File: src/rtl/regbank_pkg.sv
// Shared constants, types and helpers for the multi-port register bank.
package regbank_pkg;

    localparam int DEF_DATA_W = 32;
    localparam int DEF_DEPTH  = 32;

    // Upper bound on write ports that the priority helper can arbitrate.
    localparam int MAX_WR = 16;

    // Address width for a given depth. This is never less than one bit.
    function automatic int addr_width(input int depth);
        return (depth > 1) ? $clog2(depth) : 1;
    endfunction

    typedef logic [DEF_DATA_W-1:0]        data_t;
    typedef logic [$clog2(DEF_DEPTH)-1:0] addr_t;

    // Index of the highest-numbered hitting port. The last writer wins.
    function automatic int win_port(input logic [MAX_WR-1:0] hits);
        int idx;
        idx = 0;
        for (int i = 0; i < MAX_WR; i++) begin
            if (hits[i]) begin
                idx = i;
            end
        end
        return idx;
    endfunction

endpackage

File: src/rtl/regbank_wr_arb.sv
// Write-port arbiter: tells whether any enabled write targets the query
// address and returns the data of the highest-priority matching port.
module regbank_wr_arb
    import regbank_pkg::*;
#(
    parameter int DATA_W = DEF_DATA_W,
    parameter int AW     = addr_width(DEF_DEPTH),
    parameter int NUM_WR = 2
) (
    input  logic [NUM_WR-1:0]        write,
    input  logic [NUM_WR*AW-1:0]     dr,
    input  logic [NUM_WR*DATA_W-1:0] wr_data,
    input  logic [AW-1:0]            query,
    output logic                     hit,
    output logic [DATA_W-1:0]        data
);

    logic [MAX_WR-1:0] hits;
    int                win;

    // Per-port match of enabled writes against the query address.
    always_comb begin
        hits = '0;
        for (int i = 0; i < NUM_WR; i++) begin
            hits[i] = write[i] && (dr[i*AW +: AW] == query);
        end
    end

    assign win  = win_port(hits);
    assign hit  = |hits;
    assign data = wr_data[win*DATA_W +: DATA_W];

endmodule

File: src/rtl/regbank_mp.sv
// Parametrised multi-port register bank with a per-register busy scoreboard,
// an optional hardwired zero register and optional same-cycle write bypass.
module regbank_mp
    import regbank_pkg::*;
#(
    parameter int DATA_W   = DEF_DATA_W,
    parameter int DEPTH    = DEF_DEPTH,
    parameter int NUM_RD   = 2,
    parameter int NUM_WR   = 2,
    parameter int ZERO_REG = 1,
    parameter int BYPASS   = 1,
    localparam int AW      = addr_width(DEPTH)
) (
    input  logic                     clk,
    input  logic                     reset,
    input  logic [NUM_WR-1:0]        write,
    input  logic [NUM_WR*AW-1:0]     dr,
    input  logic [NUM_WR*DATA_W-1:0] wrData,
    input  logic                     rsv,
    input  logic [AW-1:0]            rsv_addr,
    input  logic [NUM_RD*AW-1:0]     sr,
    output logic [NUM_RD*DATA_W-1:0] rdData,
    output logic [NUM_RD-1:0]        rdBusy,
    output logic                     busy_any
);

    logic [DEPTH-1:0][DATA_W-1:0] regs;
    logic [DEPTH-1:0][DATA_W-1:0] reg_wdata;
    logic [DEPTH-1:0]             busy;
    logic [DEPTH-1:0]             busy_next;
    logic [DEPTH-1:0]             reg_hit;
    logic [DEPTH-1:0]             reg_we;
    logic [DEPTH-1:0]             reg_rsv;

    // Write decode. Each register gets its own arbiter. Register 0 is
    // excluded from writes and reserves when it is hardwired to zero.
    for (genvar r = 0; r < DEPTH; r++) begin : g_reg
        regbank_wr_arb #(
            .DATA_W (DATA_W),
            .AW     (AW),
            .NUM_WR (NUM_WR)
        ) u_wr_dec (
            .write   (write),
            .dr      (dr),
            .wr_data (wrData),
            .query   (AW'(r)),
            .hit     (reg_hit[r]),
            .data    (reg_wdata[r])
        );

        assign reg_we[r]  = reg_hit[r] && !(ZERO_REG != 0 && r == 0);
        assign reg_rsv[r] = rsv && (rsv_addr == AW'(r)) && !(ZERO_REG != 0 && r == 0);
    end

    // A reserve outranks a retiring write to the same register. This covers
    // a new producer that issues while the old one writes back.
    assign busy_next = reg_rsv | (busy & ~reg_hit);

    // Storage and scoreboard. Everything clears on reset, and enables
    // seen while reset is held are discarded.
    always_ff @(posedge clk or negedge reset) begin
        if (!reset) begin
            regs <= '0;
            busy <= '0;
        end else begin
            busy <= busy_next;
            for (int r = 0; r < DEPTH; r++) begin
                if (reg_we[r]) begin
                    regs[r] <= reg_wdata[r];
                end
            end
        end
    end

    assign busy_any = |busy;

    // Combinational read ports with optional forwarding of this cycle's writes.
    for (genvar j = 0; j < NUM_RD; j++) begin : g_rd
        logic [AW-1:0]     addr;
        logic              byp_hit;
        logic [DATA_W-1:0] byp_data;
        logic [DATA_W-1:0] rd_val;
        logic              rd_busy;

        assign addr = sr[j*AW +: AW];

        regbank_wr_arb #(
            .DATA_W (DATA_W),
            .AW     (AW),
            .NUM_WR (NUM_WR)
        ) u_byp (
            .write   (write),
            .dr      (dr),
            .wr_data (wrData),
            .query   (addr),
            .hit     (byp_hit),
            .data    (byp_data)
        );

        // Select the stored value, the forwarded write, or a hardwired zero.
        // A same-cycle reserve is never forwarded.
        always_comb begin
            rd_val  = regs[addr];
            rd_busy = busy[addr];
            if (BYPASS != 0 && reset && byp_hit) begin
                rd_val = byp_data;
                if (!(rsv && rsv_addr == addr)) begin
                    rd_busy = 1'b0;
                end
            end
            if (ZERO_REG != 0 && addr == '0) begin
                rd_val  = '0;
                rd_busy = 1'b0;
            end
        end

        assign rdData[j*DATA_W +: DATA_W] = rd_val;
        assign rdBusy[j]                  = rd_busy;
    end

endmodule

File: config.mk
export PLATFORM = sky130hd
export DESIGN_NAME = regbank_mp
export DESIGN_NICKNAME = d
export VERILOG_FILES = /design/src/rtl/regbank_pkg.sv /design/src/rtl/regbank_wr_arb.sv /design/src/rtl/regbank_mp.sv
export SDC_FILE = /design/constraint.sdc
export NUM_CORES = 2
export LEC_CHECK = 0
export BUFFER_PORTS_ARGS = -buffer_cell sky130_fd_sc_hd__buf_2
export CORE_UTILIZATION = 50
export DETAILED_ROUTE_END_ITERATION = 8
export HOLD_SLACK_MARGIN = 0.05
export PLACE_DENSITY_LB_ADDON = 0.25
export SYNTH_ARGS = -nofsm -noshare
export SYNTH_HDL_FRONTEND = slang
export SYNTH_SLANG_ARGS = --single-unit
File: constraint.sdc
create_clock -name clk -period 2.55 [get_ports clk]
set_input_delay 0.51 -clock clk [delete_from_list [all_inputs] [get_ports clk]]
set_output_delay 0.51 -clock clk [all_outputs]
set_load 0.01 [all_outputs]
==> impl_results.md <==
* Routed WL per cell at 32.0 microns
* Async SR Flop Fraction at 100%
* CTS tree: yes
* Post-synth EDFFs at 0
* Via count of the routed design at 63326
* Skew-Pair Late Insertion Delay at 0.75 ns
* Yosys reg bits at 1024
* Die H at 368 microns
* Root Buffer: clkbuf_16
* Final wirelength at 298000 microns
* Critical-path top delay cell: a211oi_4
* DRT iter0 DRCs at 9858
* Total net switching power at 0.0201 W
* Cells after Synth at 7263
* Crit share post-route at 126%
* Share of layout cells above drive strength 1 at 21.6%
* Worst Path Buf+Inv at 2
* Top cells by area, synth: dfrtp_1 (38%), mux2i_1 (27%), a21oi_1 (7.2%), nor2_1 (4.6%), mux4_2 (3.1%)
* Dpl ws at -1.03 ns
* Final Max Slew Viols at 0
* Syn Area/Cell at 9.25 sq um
* CTS H-tree depth at 3
* Status: finished, violations left
* Comb pwr share at 28.0%
* Max Freq at 0.310 GHz
* Initial antenna violation count at 8
* IO Port Bufs at 160
* Synth area leader: dfrtp_1
* Worst Setup End Kind: primary output
* Cell area after layout at 82800 sq um
* R2R cell count at 6
* Leak at 39.0 nW
* Min-Delay Path Class: in2reg
* P per Cell Area at 717 nW/um^2
* Skew final at 0 ns
* First-pass GRT wire length at 422000 microns
* Area after DPL at 74200 sq um
* # nets final at 7545
* Grt ovf at 0
* Worst-Margin Slew at 1.06 ns
* Setup violators final at 67
* All-Layer GR Usage at 42.4%
* I/O pins at 161
* Vias in the first global route at 59913
* Clock buffer depth at 3
* Sw frac at 33.8%
* Top-area cell type share of the netlist area at 38.2%
* Minimum clock period at 3.22 ns
* Syn nets at 7357
* Cell Chain, Critical Path: mux4_2, nand2_2, o21ai_2, a211oi_4, buf_4, a211oi_2, buf_2
* Clock transition at the registers of the reported paths at 0.07 ns
* Fillers at 10672
* ANT nets after route at 0
* Warnings, synthesis at 0
* Routability cong. at 0.969
* Largest net degree at the start of global routing at 167
* PnR worst setup slack at -0.674 ns
* Pint at 0.0393 W
* Sink Count at 1024
* CTS buffer count at 115
* Max-slew headroom at 29.0%
* Post-DP HPWL at 177000 microns
* Worst Path Arrival at 2.71 ns
* Starting Density at 50.4%
* Critical path type: reg2out
* Die W at 368 microns
* Synthesis-to-layout area growth at 23.3%
* Clock share of power at 30.5%
* Number of remaining DRC errors at 9
* Drt pass-1 iters at 9
* Count of final hold-check violations at 0
* CP Max Fanout at 3
* Cell variety after synth at 54
* Violated checks: design-rule violations, negative setup slack
* CP Launch Type: flop
* Synth Cell Area at 67200 sq um
* DIE AREA at 136000 sq um
* CP max stage delay at 0.48 ns
* WP depth at 7
* Vias/cell at 6.80
* RSZ-0062 raised after global routing: true
* Top FF cell, synth: dfrtp_1
* Data required, critical path at 2.04 ns
* Hold Crit Depth at 3
* Area of the core at 133000 sq um
* Row Count at 134
* MaxCap Viol Count at 0
* Worst VDD drop at 0.648 mV
* Sequential power share at 41.5%
* CP delay by family, top: compound AO/OA/AOI/OAI gates
* Register area share after synthesis at 38.2%
==> power by group through the flow <==
stage          Combinational, W  Clock (W)  Sequential, W
3_5_place_dp             0.0148          0         0.0245
3_3_place_gp             0.0144          0         0.0243
5_1_grt                  0.0179     0.0187         0.0250
4_1_cts                  0.0159     0.0181         0.0243
6_report                 0.0166     0.0181         0.0246
2_1_floorplan            0.0106          0         0.0233
==> routing by layer <==
metal	vias up	global-route usage [%]	part of all wire (%)
met2	5035	60.1	41
met3	1372	14.0	14
met1	30670	54.4	36
li1	26237	-	-
met5	-	0	0.028
met4	12	29.6	8.2
==> registers in the layout (all words and copies together), names as in the netlist <==
register / flops
busy: 32
regs: 992
==> logic make-up (layout without fill, tap and decap cells) <==
| kind of cell | count (synthesis) | after routing | synth area share (%) |
|---|---|---|---|
| multiplexers | 1962 | 1962 | 31.0 |
| AND/OR/NAND/NOR | 1684 | 1684 | 10.3 |
| AO/OA/AOI/OAI | 1682 | 1682 | 14.2 |
| flip-flops | 1024 | 1024 | 38.2 |
| buffers and inverters | 881 | 1161 | 5.98 |
| XOR/XNOR | 30 | 30 | 0.391 |
| other | 0 | 3 | 0 |
==> repair_timing <==
item | CTS | global route
endpoints found under the setup margin | 67 | 67
pin swaps | 190 | 81
gates resized for setup | 447 | 153
setup buffers | 89 | 86
hold endpoints to repair | 67 | 0
hold buffers | 6 | 0
gates cloned | 25 | 8
==> worst min-delay path: cells and delay by family <==
family | cells | cell delay, ns
buffers and inverters | 1 | 0.18
AND/OR/NAND/NOR | 1 | 0.07
AO/OA/AOI/OAI | 1 | 0.07
==> metrics by stage <==
stage / util, % / instances / setup TNS, ns / total power (W) / hold slack [ns]
6_report: 62.1 / 9314 / -27.75 / 0.0594 / 0.114
5_1_grt: 62.1 / 9312 / -28.89 / 0.0616 / 0.126
4_1_cts: 61.2 / 9243 / -23.28 / 0.0582 / 0.0734
3_3_place_gp: 55.7 / 8935 / -35.03 / 0.0387 / 0.527
2_1_floorplan: - / 7263 / -0.0268 / 0.0339 / 0.214
3_5_place_dp: 55.7 / 8935 / -35.43 / 0.0394 / 0.542
==> cells in the mapped netlist, types with 2 or more instances <==
cell / instances
mux2i_1: 1837
dfrtp_1: 1024
a21oi_1: 966
nor2_1: 824
nand2_1: 507
clkbuf_1: 505
o21ai_0: 280
nand3_1: 260
a22oi_1: 248
buf_2: 219
a211oi_1: 125
mux4_2: 92
buf_4: 87
buf_1: 38
mux2_2: 33
nor2b_1: 19
a32o_1: 17
o21ai_1: 17
xor2_1: 16
inv_1: 15
buf_6: 14
xnor2_1: 14
nand2b_1: 12
nor4_1: 11
nor2_2: 10
and2_1: 8
nor3_1: 8
a22o_1: 7
nand4_1: 5
a2111oi_0: 4
and3_1: 4
o211ai_1: 4
clkbuf_2: 3
or3_1: 3
a221oi_1: 2
a311oi_1: 2
and2_0: 2
nor3_2: 2
o22ai_1: 2
o32ai_1: 2
or2_1: 2
==> cells in the final DEF (no fill, tap or decap), drive strengths merged, types with 125 or more instances in the layout <==
master / n
mux2i: 1837
dfrtp: 1024
a21oi: 966
buf: 921
nor2: 835
nand2: 508
o21ai: 297
nand3: 260
a22oi: 248
clkbuf: 179
a211oi: 125
==> layout make-up <==
type	count	area (sq um)	area share, %
multi-input combinational	5358	39900	48.2
sequential	1024	25600	30.9
timing repair buffer	937	11000	13.3
clock buffer	172	3460	4.18
tap	1768	2210	2.67
clock inverter	37	579	0.699
inverter	15	56.3	0.0680
antenna	3	7.51	0.00906
==> worst paths after layout <==
path | to | startpoint | slack (ns)
setup / recovery | rdData[42] | regs[138]$_DFFE_PN0P_ | -0.67
hold / removal | regs[104]$_DFFE_PN0P_ | wrData[40] | 0.11
setup reg to reg | busy[0]$_DFF_PN0_ | busy[0]$_DFF_PN0_ | 1.38
hold reg to reg | regs[50]$_DFFE_PN0P_ | regs[50]$_DFFE_PN0P_ | 0.55
max in group asynchronous | regs[846]$_DFFE_PN0P_ | reset | 0.28
min in group asynchronous | busy[21]$_DFF_PN0_ | reset | 0.62
(Power assumes the default switching activity.)
